<file path="src/rtl/hack_pkg.sv">
// ---------------------------------------------------------------------------
// hack_pkg
// Shared definitions for the Hack CPU front end: machine word width, the
// address the program counter starts from, the fetch sequencer states and
// the {pc, data} entry carried by the fetch buffer.
// ---------------------------------------------------------------------------
package hack_pkg;

   localparam int                WORD_W       = 16;
   localparam logic [WORD_W-1:0] RESET_VECTOR = 16'h0000;

   typedef enum logic [1:0] {
      IDLE  = 2'd0,   // no request to the ROM
      FETCH = 2'd1,   // request for pc outstanding, word will be kept
      FLUSH = 2'd2    // request outstanding from before a jump, word dropped
   } fetch_state_t;

   typedef struct packed {
      logic [WORD_W-1:0] pc;
      logic [WORD_W-1:0] data;
   } fetch_entry_t;

endpackage

</file>
<file path="src/rtl/fetch_fifo.sv">
// ---------------------------------------------------------------------------
// fetch_fifo
// DEPTH-entry synchronous FIFO of {pc, data} fetch entries sitting between
// the ROM fetch sequencer and decode.
// Ports:
//   clk, reset  rising-edge clock, asynchronous active-high reset
//   push        write din at the tail this cycle
//   pop         drop the head this cycle
//   clear       empty the FIFO (wins over push and pop)
//   din         entry to write
//   count       number of valid entries
//   head        oldest entry (meaningful only while count != 0)
// ---------------------------------------------------------------------------
module fetch_fifo
   import hack_pkg::*;
#(
   parameter  int DEPTH = 2,
   localparam int PTR_W = $clog2(DEPTH),
   localparam int CNT_W = PTR_W + 1
) (
   input  logic             clk,
   input  logic             reset,
   input  logic             push,
   input  logic             pop,
   input  logic             clear,
   input  fetch_entry_t     din,
   output logic [CNT_W-1:0] count,
   output fetch_entry_t     head
);

   fetch_entry_t     mem_q [DEPTH];
   logic [PTR_W-1:0] rd_q;
   logic [PTR_W-1:0] wr_q;
   logic [CNT_W-1:0] cnt_q;

   // DEPTH is a power of two, so the pointers wrap on their own. When full,
   // a simultaneous push/pop writes the slot being popped at the same edge,
   // which is safe because the old head is consumed at that edge.
   always_ff @(posedge clk or posedge reset) begin
      if (reset) begin
         for (int i = 0; i < DEPTH; i++) mem_q[i] <= '0;
         rd_q  <= '0;
         wr_q  <= '0;
         cnt_q <= '0;
      end else if (clear) begin
         rd_q  <= '0;
         wr_q  <= '0;
         cnt_q <= '0;
      end else begin
         if (push) begin
            mem_q[wr_q] <= din;
            wr_q        <= wr_q + PTR_W'(1);
         end
         if (pop) rd_q <= rd_q + PTR_W'(1);
         case ({push, pop})
            2'b10:   cnt_q <= cnt_q + CNT_W'(1);
            2'b01:   cnt_q <= cnt_q - CNT_W'(1);
            default: cnt_q <= cnt_q;
         endcase
      end
   end

   assign count = cnt_q;
   assign head  = mem_q[rd_q];

endmodule

</file>
<file path="src/rtl/inc16.sv">
// ---------------------------------------------------------------------------
// inc16
// 16-bit incrementer, out = in + 1, wrapping 0xFFFF to 0x0000 silently.
// Ports:
//   in   16-bit operand
//   out  16-bit result
// ---------------------------------------------------------------------------
module inc16 (
   input  logic [15:0] in,
   output logic [15:0] out
);

   assign out = in + 16'd1;

endmodule

</file>
<file path="src/rtl/pc_fetch_ctrl.sv">
// ---------------------------------------------------------------------------
// pc_fetch_ctrl
// Instruction-fetch controller for the Hack CPU. Owns the program counter,
// issues request/acknowledge reads to the instruction ROM, buffers fetched
// words and hands them to decode over valid/ready. A jump flushes the
// buffer, drops any in-flight word and redirects the PC.
// Ports:
//   clk, reset            rising-edge clock, asynchronous active-high reset
//   rom_req / rom_addr    ROM read request and its address (the pc register)
//   rom_ack / rom_data    ROM completion and instruction word
//   ins_valid/data/pc     buffer head towards decode
//   ins_ready             decode accepts the head
//   jump / jump_addr      one-cycle redirect and its target
//   halt                  suppresses new fetches (never aborts one in flight)
//   pc                    next address to fetch
// ---------------------------------------------------------------------------
module pc_fetch_ctrl
   import hack_pkg::*;
#(
   parameter int DEPTH = 2
) (
   input  logic              clk,
   input  logic              reset,
   output logic              rom_req,
   output logic [WORD_W-1:0] rom_addr,
   input  logic              rom_ack,
   input  logic [WORD_W-1:0] rom_data,
   output logic              ins_valid,
   output logic [WORD_W-1:0] ins_data,
   output logic [WORD_W-1:0] ins_pc,
   input  logic              ins_ready,
   input  logic              jump,
   input  logic [WORD_W-1:0] jump_addr,
   input  logic              halt,
   output logic [WORD_W-1:0] pc
);

   localparam int               CNT_W   = $clog2(DEPTH) + 1;
   localparam logic [CNT_W:0]   DEPTH_C = (CNT_W + 1)'(DEPTH);

   fetch_state_t      state_q, state_d;
   logic [WORD_W-1:0] pc_q, pc_d, pc_inc;
   logic              rom_req_q, rom_req_d;

   logic [CNT_W-1:0]  fifo_cnt;
   fetch_entry_t      fifo_head;
   fetch_entry_t      fifo_din;
   logic              pop, ack, push;
   logic [CNT_W:0]    cnt_after_pop, cnt_after_push;
   logic              space, room_after_push;

   inc16 u_inc16 (
      .in  (pc_q),
      .out (pc_inc)
   );

   assign pop  = ins_valid & ins_ready;
   assign ack  = rom_req_q & rom_ack;
   assign push = (state_q == FETCH) & ack & ~jump;

   // Occupancy is judged after this cycle's pop, so a full buffer that is
   // draining still counts as having room.
   assign cnt_after_pop   = {1'b0, fifo_cnt} - {{CNT_W{1'b0}}, pop};
   assign cnt_after_push  = cnt_after_pop + (CNT_W + 1)'(1);
   assign space           = cnt_after_pop < DEPTH_C;
   assign room_after_push = cnt_after_push < DEPTH_C;

   assign fifo_din = '{pc: pc_q, data: rom_data};

   fetch_fifo #(
      .DEPTH (DEPTH)
   ) u_fetch_fifo (
      .clk   (clk),
      .reset (reset),
      .push  (push),
      .pop   (pop),
      .clear (jump),
      .din   (fifo_din),
      .count (fifo_cnt),
      .head  (fifo_head)
   );

   always_comb begin
      state_d = state_q;
      pc_d    = pc_q;
      if (jump) begin
         // A request left without its ack must still be drained from the ROM.
         pc_d    = jump_addr;
         state_d = ((state_q != IDLE) && !ack) ? FLUSH : IDLE;
      end else begin
         case (state_q)
            IDLE: begin
               if (space && !halt) state_d = FETCH;
            end
            FETCH: begin
               if (ack) begin
                  pc_d    = pc_inc;
                  state_d = (room_after_push && !halt) ? FETCH : IDLE;
               end
            end
            FLUSH: begin
               if (ack) state_d = IDLE;
            end
            default: state_d = IDLE;
         endcase
      end
      rom_req_d = (state_d != IDLE);
   end

   always_ff @(posedge clk or posedge reset) begin
      if (reset) begin
         state_q   <= IDLE;
         pc_q      <= RESET_VECTOR;
         rom_req_q <= 1'b0;
      end else begin
         state_q   <= state_d;
         pc_q      <= pc_d;
         rom_req_q <= rom_req_d;
      end
   end

   assign rom_req   = rom_req_q;
   assign rom_addr  = pc_q;
   assign pc        = pc_q;
   assign ins_valid = (fifo_cnt != '0);
   assign ins_data  = fifo_head.data;
   assign ins_pc    = fifo_head.pc;

endmodule

</file>
<file path="config.mk">
export PLATFORM = sky130hd
export DESIGN_NAME = pc_fetch_ctrl
export DESIGN_NICKNAME = d
export VERILOG_FILES = /design/src/rtl/hack_pkg.sv /design/src/rtl/fetch_fifo.sv /design/src/rtl/inc16.sv /design/src/rtl/pc_fetch_ctrl.sv
export SDC_FILE = /design/constraint.sdc
export NUM_CORES = 1
export LEC_CHECK = 0
export CAP_MARGIN = 0
export CORE_MARGIN = 5
export CORE_UTILIZATION = 50
export CTS_BUF_LIST = sky130_fd_sc_hd__clkbuf_8
export DETAILED_ROUTE_END_ITERATION = 12
export DONT_BUFFER_PORTS = 1
export SETUP_SLACK_MARGIN = 0.02
export SLEW_MARGIN = 15
export SYNTH_ARGS = -nofsm -noshare
export SYNTH_HDL_FRONTEND = slang
export SYNTH_SLANG_ARGS = --single-unit
export TNS_END_PERCENT = 50
</file>
<file path="constraint.sdc">
create_clock -name clk -period 8.12 [get_ports clk]
set_input_delay 1.218 -clock clk [delete_from_list [all_inputs] [get_ports clk]]
set_output_delay 1.218 -clock clk [all_outputs]
set_load 0.01 [all_outputs]
</file>
; ---- Word-level counts from Yosys, hierarchy flattened
; Index checks and enable logic that the tools add are counted.
[totals]
reg_bits = 87
out_inout_bits = 66
[op_classes]
add_sub_neg = 7
order_cmp = 5
n_eq_ne = 4
mux = 22
bitwise = 7
reduce_logical = 17
[ops]
columns = operator, n
row1 = 32-bit two-way mux, 4
row2 = 64-bit bitwise mux, 1
row3 = 16-bit two-way mux, 3
row4 = 32-bit demux with 1-bit select, 1
row5 = 16-bit by 1-bit adder with 16-bit output (second input constant), 1
row6 = 2-bit nonzero test, 7
row7 = 2-bit two-way mux, 6
row8 = 3-bit by 2-bit less-than comparator with 1-bit output (second input constant), 2
row9 = 2-bit case mux with 3 select lines, 1
row10 = 1-bit two-way mux, 5
row11 = 1-bit AND, 4
row12 = 2-bit by 1-bit equality test with 1-bit output (second input constant), 2
row13 = 2-bit equality test (second input constant), 2
row14 = 2-bit >= comparator (second input constant), 2
row15 = 1-bit logical AND, 4
row16 = 1-bit NOT with 2-bit output, 2
row17 = 2-bit case mux with 2 select lines, 1
row18 = 2-bit AND reduction, 2
row19 = 3-bit by 1-bit adder with 3-bit output (second input constant), 1
row20 = 3-bit nonzero test, 1
row21 = 2-bit by 1-bit subtractor with 3-bit output, 1
row22 = 1-bit adder (second input constant), 2
row23 = 2-bit by 1-bit adder with 2-bit output (second input constant), 1
row24 = 1-bit logical NOT, 2
row25 = other kinds (4), 4

; ---- Longest topological paths before layout
; Gate-level depths: netlist (run 1).
[depth]
ltp_word = 11
mapped_depth = 10
depth_no_buf = 10

; ---- Hierarchy
; Synthesis (run 1) repeated with hierarchy kept, for this count alone.
[hier_totals]
hier_cells = 350
area_unflattened_um2 = 4389.2
[modules_own_cells]
columns = mod, instances, cells_per_inst, area_per_inst_um2, seq_area_each_um2
row1 = fetch_fifo, 1, 191, 2977.9, 1701.6
row2 = pc_fetch_ctrl, 1, 116, 1113.6, 475.5
row3 = inc16, 1, 43, 297.8, 0.0

; ---- Least setup slack after synthesis (run 1)
; OpenSTA, ideal clock, no wires.
[synth_path]
path_type = input port to flip-flop
startpoint = input port ins_ready
endpoint = register rom_req_q (netlist: rom_req)
setup_ps = 127
arrival_ps = 2671
required_ps = 7993
path_slack_ps = 5321
stages = 10
cell_sequence = o21ai_0 inv_1 ha_1 ha_1 inv_1 ha_1 xnor2_1 a21oi_1 nor4_1 or2_2
[synth_via]
elab_chain_cells = 10
word_cells_on_any_way = 13
classes_between = add/sub: 2 / order compare: 2 / mux: 5 / bitwise: 1 / reduce/logical: 3
[synth_rtl]
columns = element, line_no
row1 = from (decl), pc_fetch_ctrl.sv:31  ; input logic ins_ready,
row2 = 1-bit AND (*), pc_fetch_ctrl.sv:57  ; assign pop = ins_valid & ins_ready;
row3 = 2-bit by 1-bit subtractor with 3-bit output (*), pc_fetch_ctrl.sv:63  ; assign cnt_after_pop = {1'b0, fifo_cnt} - {{CNT_W{1'b0}}, pop};
row4 = 3-bit by 1-bit adder with 3-bit output, pc_fetch_ctrl.sv:64  ; assign cnt_after_push = cnt_after_pop + (CNT_W + 1)'(1);
row5 = 3-bit by 2-bit less-than comparator with 1-bit output, pc_fetch_ctrl.sv:66  ; assign room_after_push = cnt_after_push < DEPTH_C;
row6 = 1-bit logical AND, pc_fetch_ctrl.sv:98  ; state_d = (room_after_push && !halt) ? FETCH : IDLE;
row7 = 1-bit two-way mux, pc_fetch_ctrl.sv:98
row8 = 2-bit two-way mux, pc_fetch_ctrl.sv:96  ; if (ack) begin
row9 = 2-bit case mux with 3 select lines (*), pc_fetch_ctrl.sv:91  ; case (state_q)
row10 = 2-bit two-way mux (*), pc_fetch_ctrl.sv:86  ; if (jump) begin
row11 = via state_d[0], pc_fetch_ctrl.sv:41  ; fetch_state_t state_q, state_d;
row12 = 2-bit nonzero test (*), pc_fetch_ctrl.sv:107  ; rom_req_d = (state_d != IDLE);
row13 = via rom_req_d, pc_fetch_ctrl.sv:43  ; logic rom_req_q, rom_req_d;
row14 = to (signal assigned), pc_fetch_ctrl.sv:118  ; rom_req_q <= rom_req_d;
row15 = to (decl), pc_fetch_ctrl.sv:43
; Mark *: on every way through the listed nets, which the timed path passes. The rest lies on a longest branch.
; A chain may end at the register's enable or synchronous reset.

; ---- Worst setup path after layout (run 1)
[layout_path]
startpoint = input port rom_ack
endpoint = register u_fetch_fifo.mem_q[15] (netlist bit)
[layout_via]
elab_chain_cells = 4
[layout_rtl]
columns = element, line_no
row1 = from (decl), pc_fetch_ctrl.sv:26  ; input logic rom_ack,
row2 = 1-bit AND, pc_fetch_ctrl.sv:58  ; assign ack = rom_req_q & rom_ack;
row3 = 1-bit AND (2 in a row), pc_fetch_ctrl.sv:59  ; assign push = (state_q == FETCH) & ack & ~jump;
row4 = 2-bit AND reduction (no source line), -
row5 = "to (signal, indexed assignment)", fetch_fifo.sv:51  ; mem_q[wr_q] <= din;
row6 = to (decl), fetch_fifo.sv:31  ; fetch_entry_t mem_q [DEPTH];
; No other way between the ends.

==> results.json, run 1 <==
{
  "numPortBuffers": 0,
  "drive_gt1_frac": 0.367,
  "worst-setup-path-type": "in -> reg",
  "grt_pass1_vias": 2446,
  "required_ps": 8360,
  "remaining_drc_errors": 0,
  "yosys_warnings": 0,
  "stdcell_count": 424,
  "cp-start-kind": "input port",
  "run_status": "finished clean",
  "hold_class": "reg -> reg",
  "syn_to_final_growth_pct": 3.32,
  "design_area_um2": 4440,
  "yosysSeqAreaShare": 0.507,
  "report.final.slew_viol_count": 0,
  "numCtsBuffers": 9,
  "clk_pin_slew_ps": 90,
  "diodes": 0,
  "irDropWorstVdd_mv": 0.146,
  "hold_buffers": 0,
  "rsz0062_at_grt": "no",
  "htree_levels": 3,
  "p_per_area_nw_per_um2": 263,
  "slew_headroom": 0.280,
  "antenna_left": 0,
  "leakage_nw": 2.00,
  "wl_per_cell_um": 20.0,
  "critPathMaxFanout": 32,
  "dieArea_um2": 10500,
  "root_buffer": "clkbuf_8",
  "drt-pass1-iter-count": 4,
  "end_kind": "register",
  "clock.fmax_ghz": 0.326,
  "syn_nets": 376,
  "synthCells": 334,
  "hold_viol_final": 0,
  "post_dp_cell_area_um2": 4240,
  "via_count": 2439,
  "gp_congestion": 0.741,
  "dieHeight_um": 103,
  "min_period_ps": 3070,
  "synth_area_leaders": "dfrtp_1, mux2_2, mux2_4",
  "maxCapViolCount": 0,
  "cp.arrival_ps": 3310,
  "drt_wl_total_um": 8500,
  "initial_core_util": 0.518,
  "avgSynthCellArea_um2": 12.9,
  "antenna_found_initial": 0,
  "yosys.area.top_type": "dfrtp_1",
  "synth_seq_cells": 87,
  "skew_ps": 9.44,
  "hpwl_um": 5520,
  "fin_util": 0.535,
  "clk_latency_ps": 350,
  "dp_cells": 408,
  "nets": 356,
  "track_usage": 0.163,
  "syn_area_um2": 4300,
  "finalCritPeriodShare": 0.378,
  "clock_sinks": 87,
  "coreArea_um2": 8300,
  "ios": 104,
  "setup_tns_ps": 0,
  "worstMarginPinSlew_ps": 1080,
  "cts.path.max_buffers": 2,
  "cts_tree": "done",
  "grt_max_degree": 88,
  "rows": 33,
  "globalRouteOverflowTotal": 0,
  "cts_resized": 0,
  "die_w_um": 103,
  "setup_violations": 0,
  "drt_iter0_drc": 68,
  "yosys.cell_types.count": 34,
  "post_cts_buffers": 0,
  "synth_top_area_frac": 0.507,
  "via_per_inst": 5.75,
  "grt_pass1_wl_um": 13000
}
[critical path, stage by stage]
cell	delay, ps
and4b_1	630
and3_2	1030
mux2_2	420
[synth_stat cells]
cell	number
o21ai_0	18
buf_2	6
nor4_1	2
ha_1	4
and4_1	2
mux2_4	30
xor2_1	10
buf_4	16
o21a_1	1
inv_2	1
mux2_2	64
a31oi_1	4
nand2_1	15
or2_2	1
clkbuf_1	8
nor2b_1	2
mux2i_1	3
xnor2_1	3
nor3_1	2
nand3_1	8
a21oi_1	4
nor2_1	9
and2_1	2
and3_1	3
or3_1	3
nand4_1	9
and4b_1	1
inv_1	7
mux2_1	2
nor4_2	1
buf_6	4
or4_1	1
dfrtp_1	87
o31ai_1	1
[path summary, 6_finish.rpt]
check / from / end / slack [ps] / depth (start not counted)
worst max register to register: state_q[1] / u_fetch_fifo.mem_q[15] / 5390 / 3
worst max-delay path: rom_ack / u_fetch_fifo.mem_q[15] / 5050 / 3
max in group asynchronous: reset / u_fetch_fifo.mem_q[27] / 6640 / 2
min in group asynchronous: reset / u_fetch_fifo.mem_q[34] / 960 / 2
worst min-delay path: u_fetch_fifo.mem_q[59] / u_fetch_fifo.mem_q[59] / 490 / 1
worst min register to register: u_fetch_fifo.mem_q[59] / u_fetch_fifo.mem_q[59] / 490 / 1
[kinds of logic after synthesis]
kind of cell,after synthesis,share of synthesized area
muxes,99,0.285
AOI/OAI and AO/OA,28,0.0350
and+or+nand+nor,61,0.0757
xor gates and xnor gates,13,0.0265
adders and majority gates,4,0.0117
DFF,87,0.507
buffers and inverters,42,0.0594
[state kept, by name (all words and copies together), names as in the netlist]
register / flops
u_fetch_fifo.wr_q: 1
u_fetch_fifo.mem_q: 64
rom_req: 1
u_fetch_fifo.count: 2
pc: 16
u_fetch_fifo.rd_q: 1
state_q: 2
[cell type report]
type	count	area, um2
Clock buffer	9	124
Sequential cell	87	2180
Multi-Input combinational cell	205	1870
Tap cell	105	131
Timing Repair Buffer	3	26.3
Clock inverter	7	75.1
Fill cell	704	3860
Inverter	8	31.3
[layer usage]
layer  share of wire  GRT usage  up-vias
li1                -          -     1119
met2            0.45      0.254       82
met1            0.44      0.210     1227
met5               0          0        -
met4           0.015     0.0656        0
met3           0.087     0.0535       11
[through the flow]
| step | setup slack (ps) | power (mW) | hold WS [ps] |
|---|---|---|---|
| 2_1_floorplan | 4650 | 0.839 | 454 |
| 3_3_place_gp | 4690 | 0.877 | 464 |
| 3_5_place_dp | 4670 | 0.886 | 476 |
| 4_1_cts | 5050 | 1.19 | 495 |
| 5_1_grt | 4940 | 1.23 | 518 |
| 6_report | 5050 | 1.17 | 489 |
[where the power goes]
part,leakage (nW),total (mW),switching (mW),internal [mW]
Clock,0.0968,0.297,0.155,0.143
Sequential,1.14,0.603,0.0747,0.528
Combinational,0.766,0.268,0.125,0.143
[cell usage in the layout (no fill, tap or decap), types with 2 or more instances in the layout]
| master | netlist | layout |
|---|---|---|
| or3_1 | 3 | 3 |
| a31oi_1 | 4 | 4 |
| nand3_1 | 8 | 8 |
| mux2_4 | 30 | 30 |
| and4_1 | 2 | 2 |
| dfrtp_1 | 87 | 87 |
| nor2_1 | 9 | 9 |
| nor3_1 | 2 | 2 |
| buf_4 | 16 | 2 |
| nand2_1 | 15 | 15 |
| nor4_1 | 2 | 2 |
| o21ai_0 | 18 | 18 |
| clkbuf_8 | 0 | 9 |
| and2_1 | 2 | 2 |
| inv_1 | 7 | 7 |
| xnor2_1 | 3 | 3 |
| xor2_1 | 10 | 10 |
| mux2_1 | 2 | 2 |
| nor2b_1 | 2 | 2 |
| ha_1 | 4 | 4 |
| and3_1 | 3 | 2 |
| mux2_2 | 64 | 64 |
| clkinv_4 | 0 | 3 |
| nand4_1 | 9 | 9 |
| clkinvlp_4 | 0 | 2 |
| a21oi_1 | 4 | 4 |
| mux2i_1 | 3 | 3 |
Power figures use the tool's default switching activity.
==> run 2: changes to the inputs <==
--- a/config.mk
+++ b/config.mk
@@ -11,6 +11,7 @@
 export CTS_BUF_LIST = sky130_fd_sc_hd__clkbuf_8
 export DETAILED_ROUTE_END_ITERATION = 12
 export DONT_BUFFER_PORTS = 1
+export PLACE_DENSITY = 0.68
 export SETUP_SLACK_MARGIN = 0.02
 export SLEW_MARGIN = 15
 export SYNTH_ARGS = -nofsm -noshare
==> constraint.sdc (replaced) <==
create_clock -name clk -period 2.5 [get_ports clk]
set_input_delay 0.375 -clock clk [delete_from_list [all_inputs] [get_ports clk]]
set_output_delay 0.375 -clock clk [all_outputs]
set_load 0.01 [all_outputs]
==> run 2 against run 1 <==
  * Clock-buffer cell count is the same
  * Final cell count up 1.7%
  * Sequential power increased to 3.3 times the previous value
  * Critical endpoint is now rom_req
==> results.json, run 2 (same netlist as run 1, synthesis figures left out) <==
{
  "ios": 104,
  "leakage_nw": 2.05,
  "critPathMaxFanout": 4,
  "drt_wl_total_um": 8490,
  "clock.fmax_ghz": 0.463,
  "finalCritPeriodShare": 0.864,
  "drt-pass1-iter-count": 4,
  "hpwl_um": 5940,
  "hold_class": "in -> reg",
  "irDropWorstVdd_mv": 0.346,
  "n_fill_cell": 684,
  "min_period_ps": 2160,
  "required_ps": 2790,
  "rows": 33,
  "post_cts_buffers": 0,
  "drt_iter0_drc": 55,
  "cts_tree": "done",
  "antenna_found_initial": 0,
  "diodes": 0,
  "dieArea_um2": 10500,
  "hold_viol_final": 0,
  "cts.path.max_buffers": 2,
  "globalRouteOverflowTotal": 0,
  "dieHeight_um": 103,
  "clk_pin_slew_ps": 90,
  "track_usage": 0.171,
  "numPortBuffers": 0,
  "initial_core_util": 0.518,
  "report.final.slew_viol_count": 0,
  "cp-start-kind": "register",
  "wl_per_cell_um": 19.7,
  "setup_tns_ps": 0,
  "largest_reg_flops": 64,
  "skew_ps": 14.0,
  "worst-setup-path-type": "reg -> reg",
  "cp.arrival_ps": 2450,
  "rsz0062_at_grt": "no",
  "final_common_cell": "dfrtp_1",
  "setup_violations": 0,
  "maxCapViolCount": 0,
  "largest_register": "u_fetch_fifo.mem_q",
  "htree_levels": 3,
  "via_count": 2500,
  "grt_pass1_wl_um": 14000,
  "worstMarginPinSlew_ps": 685,
  "root_buffer": "clkbuf_8",
  "coreArea_um2": 8300,
  "remaining_drc_errors": 0,
  "syn_to_final_growth_pct": 5.27,
  "p_total_mw": 3.88,
  "clock_sinks": 87,
  "nets": 364,
  "numCtsBuffers": 9,
  "via_per_inst": 5.80,
  "die_w_um": 103,
  "slew_headroom": 0.543,
  "gp_congestion": 0.762,
  "end_kind": "register",
  "final_cell_mix": "dfrtp_1, mux2_2, mux2_4",
  "drive_gt1_frac": 0.377,
  "clk_latency_ps": 340,
  "run_status": "finished clean",
  "p_per_area_nw_per_um2": 858,
  "grt_pass1_vias": 2678,
  "antenna_left": 0,
  "grt_max_degree": 35
}
run 2: changes by cell type in the layout (fill, tap and decap cells not counted):
cell	change
bufinv_16	+1
clkinv_4	-3
o21ai_1	+1
inv_6	+1
o21ai_0	-1
buf_4	+7
dlygate4sd3_1	+1
buf_12	+1
buf_6	-1
run 2: timing repair:
action | 4_1_cts | 5_1_grt
gates resized for setup | 0 | 1
hold buffers | 1 | 0
endpoints found under the hold margin | 10 | 0
endpoints found under the setup margin | 0 | 1
run 2: where the power goes:
part	switching (mW)	internal (mW)	total, mW
sequential	0.253	1.72	1.97
combinational	0.404	0.472	0.877
clock	0.478	0.556	1.03
total	1.14	2.75	3.88
run 2: area by class of cell:
type,instances,area (um2),share of cell area
clock inverters,6,85.1,0.0188
well taps,105,131,0.0291
flip-flops and latches,87,2180,0.481
repair buffers,11,97.6,0.0216
multi-input cells,205,1870,0.414
inverters,8,33.8,0.00747
clock buffers,9,124,0.0274
run 2: critical path: stages, from the launching register on:
cell and delay (ps):
dfrtp_1 410, o21ai_1 250, inv_1 80, ha_1 180, ha_1 290, inv_1 50, ha_1 260, nor2_1 110
a21oi_1 70, nor4_1 260, or2_2 170
run 2: worst paths after layout:
path	startpoint	endpoint	slack, ps	cells after the start
min reg2reg	u_fetch_fifo.mem_q[33]	u_fetch_fifo.mem_q[33]	500	1
max	u_fetch_fifo.count[1]	rom_req	340	10
max reg2reg	u_fetch_fifo.count[1]	rom_req	340	10
min in group asynchronous	reset	u_fetch_fifo.mem_q[62]	610	2
min	jump	state_q[0]	100	1
max in group asynchronous	reset	pc[12]	1280	3
run 2: layer usage:
layer  GRT usage  vias up  part of all wire
met5           0        -                 0
met4      0.0636        0             0.015
met3      0.0467       11             0.080
met2       0.262       78              0.46
met1       0.232     1276              0.45
li1            -     1135                 -
run 2: stage by stage:
step	instance area, um2	util	setup WS [ps]	hold slack (ps)	cells
4_1_cts	4520	0.545	204	78.6	431
3_3_place_gp	4300	0.518	294	381	415
5_1_grt	4520	0.545	94.0	78.1	431
6_report	4520	0.545	340	100	431
3_5_place_dp	4300	0.518	207	381	415
2_1_floorplan	4300	-	373	454	334
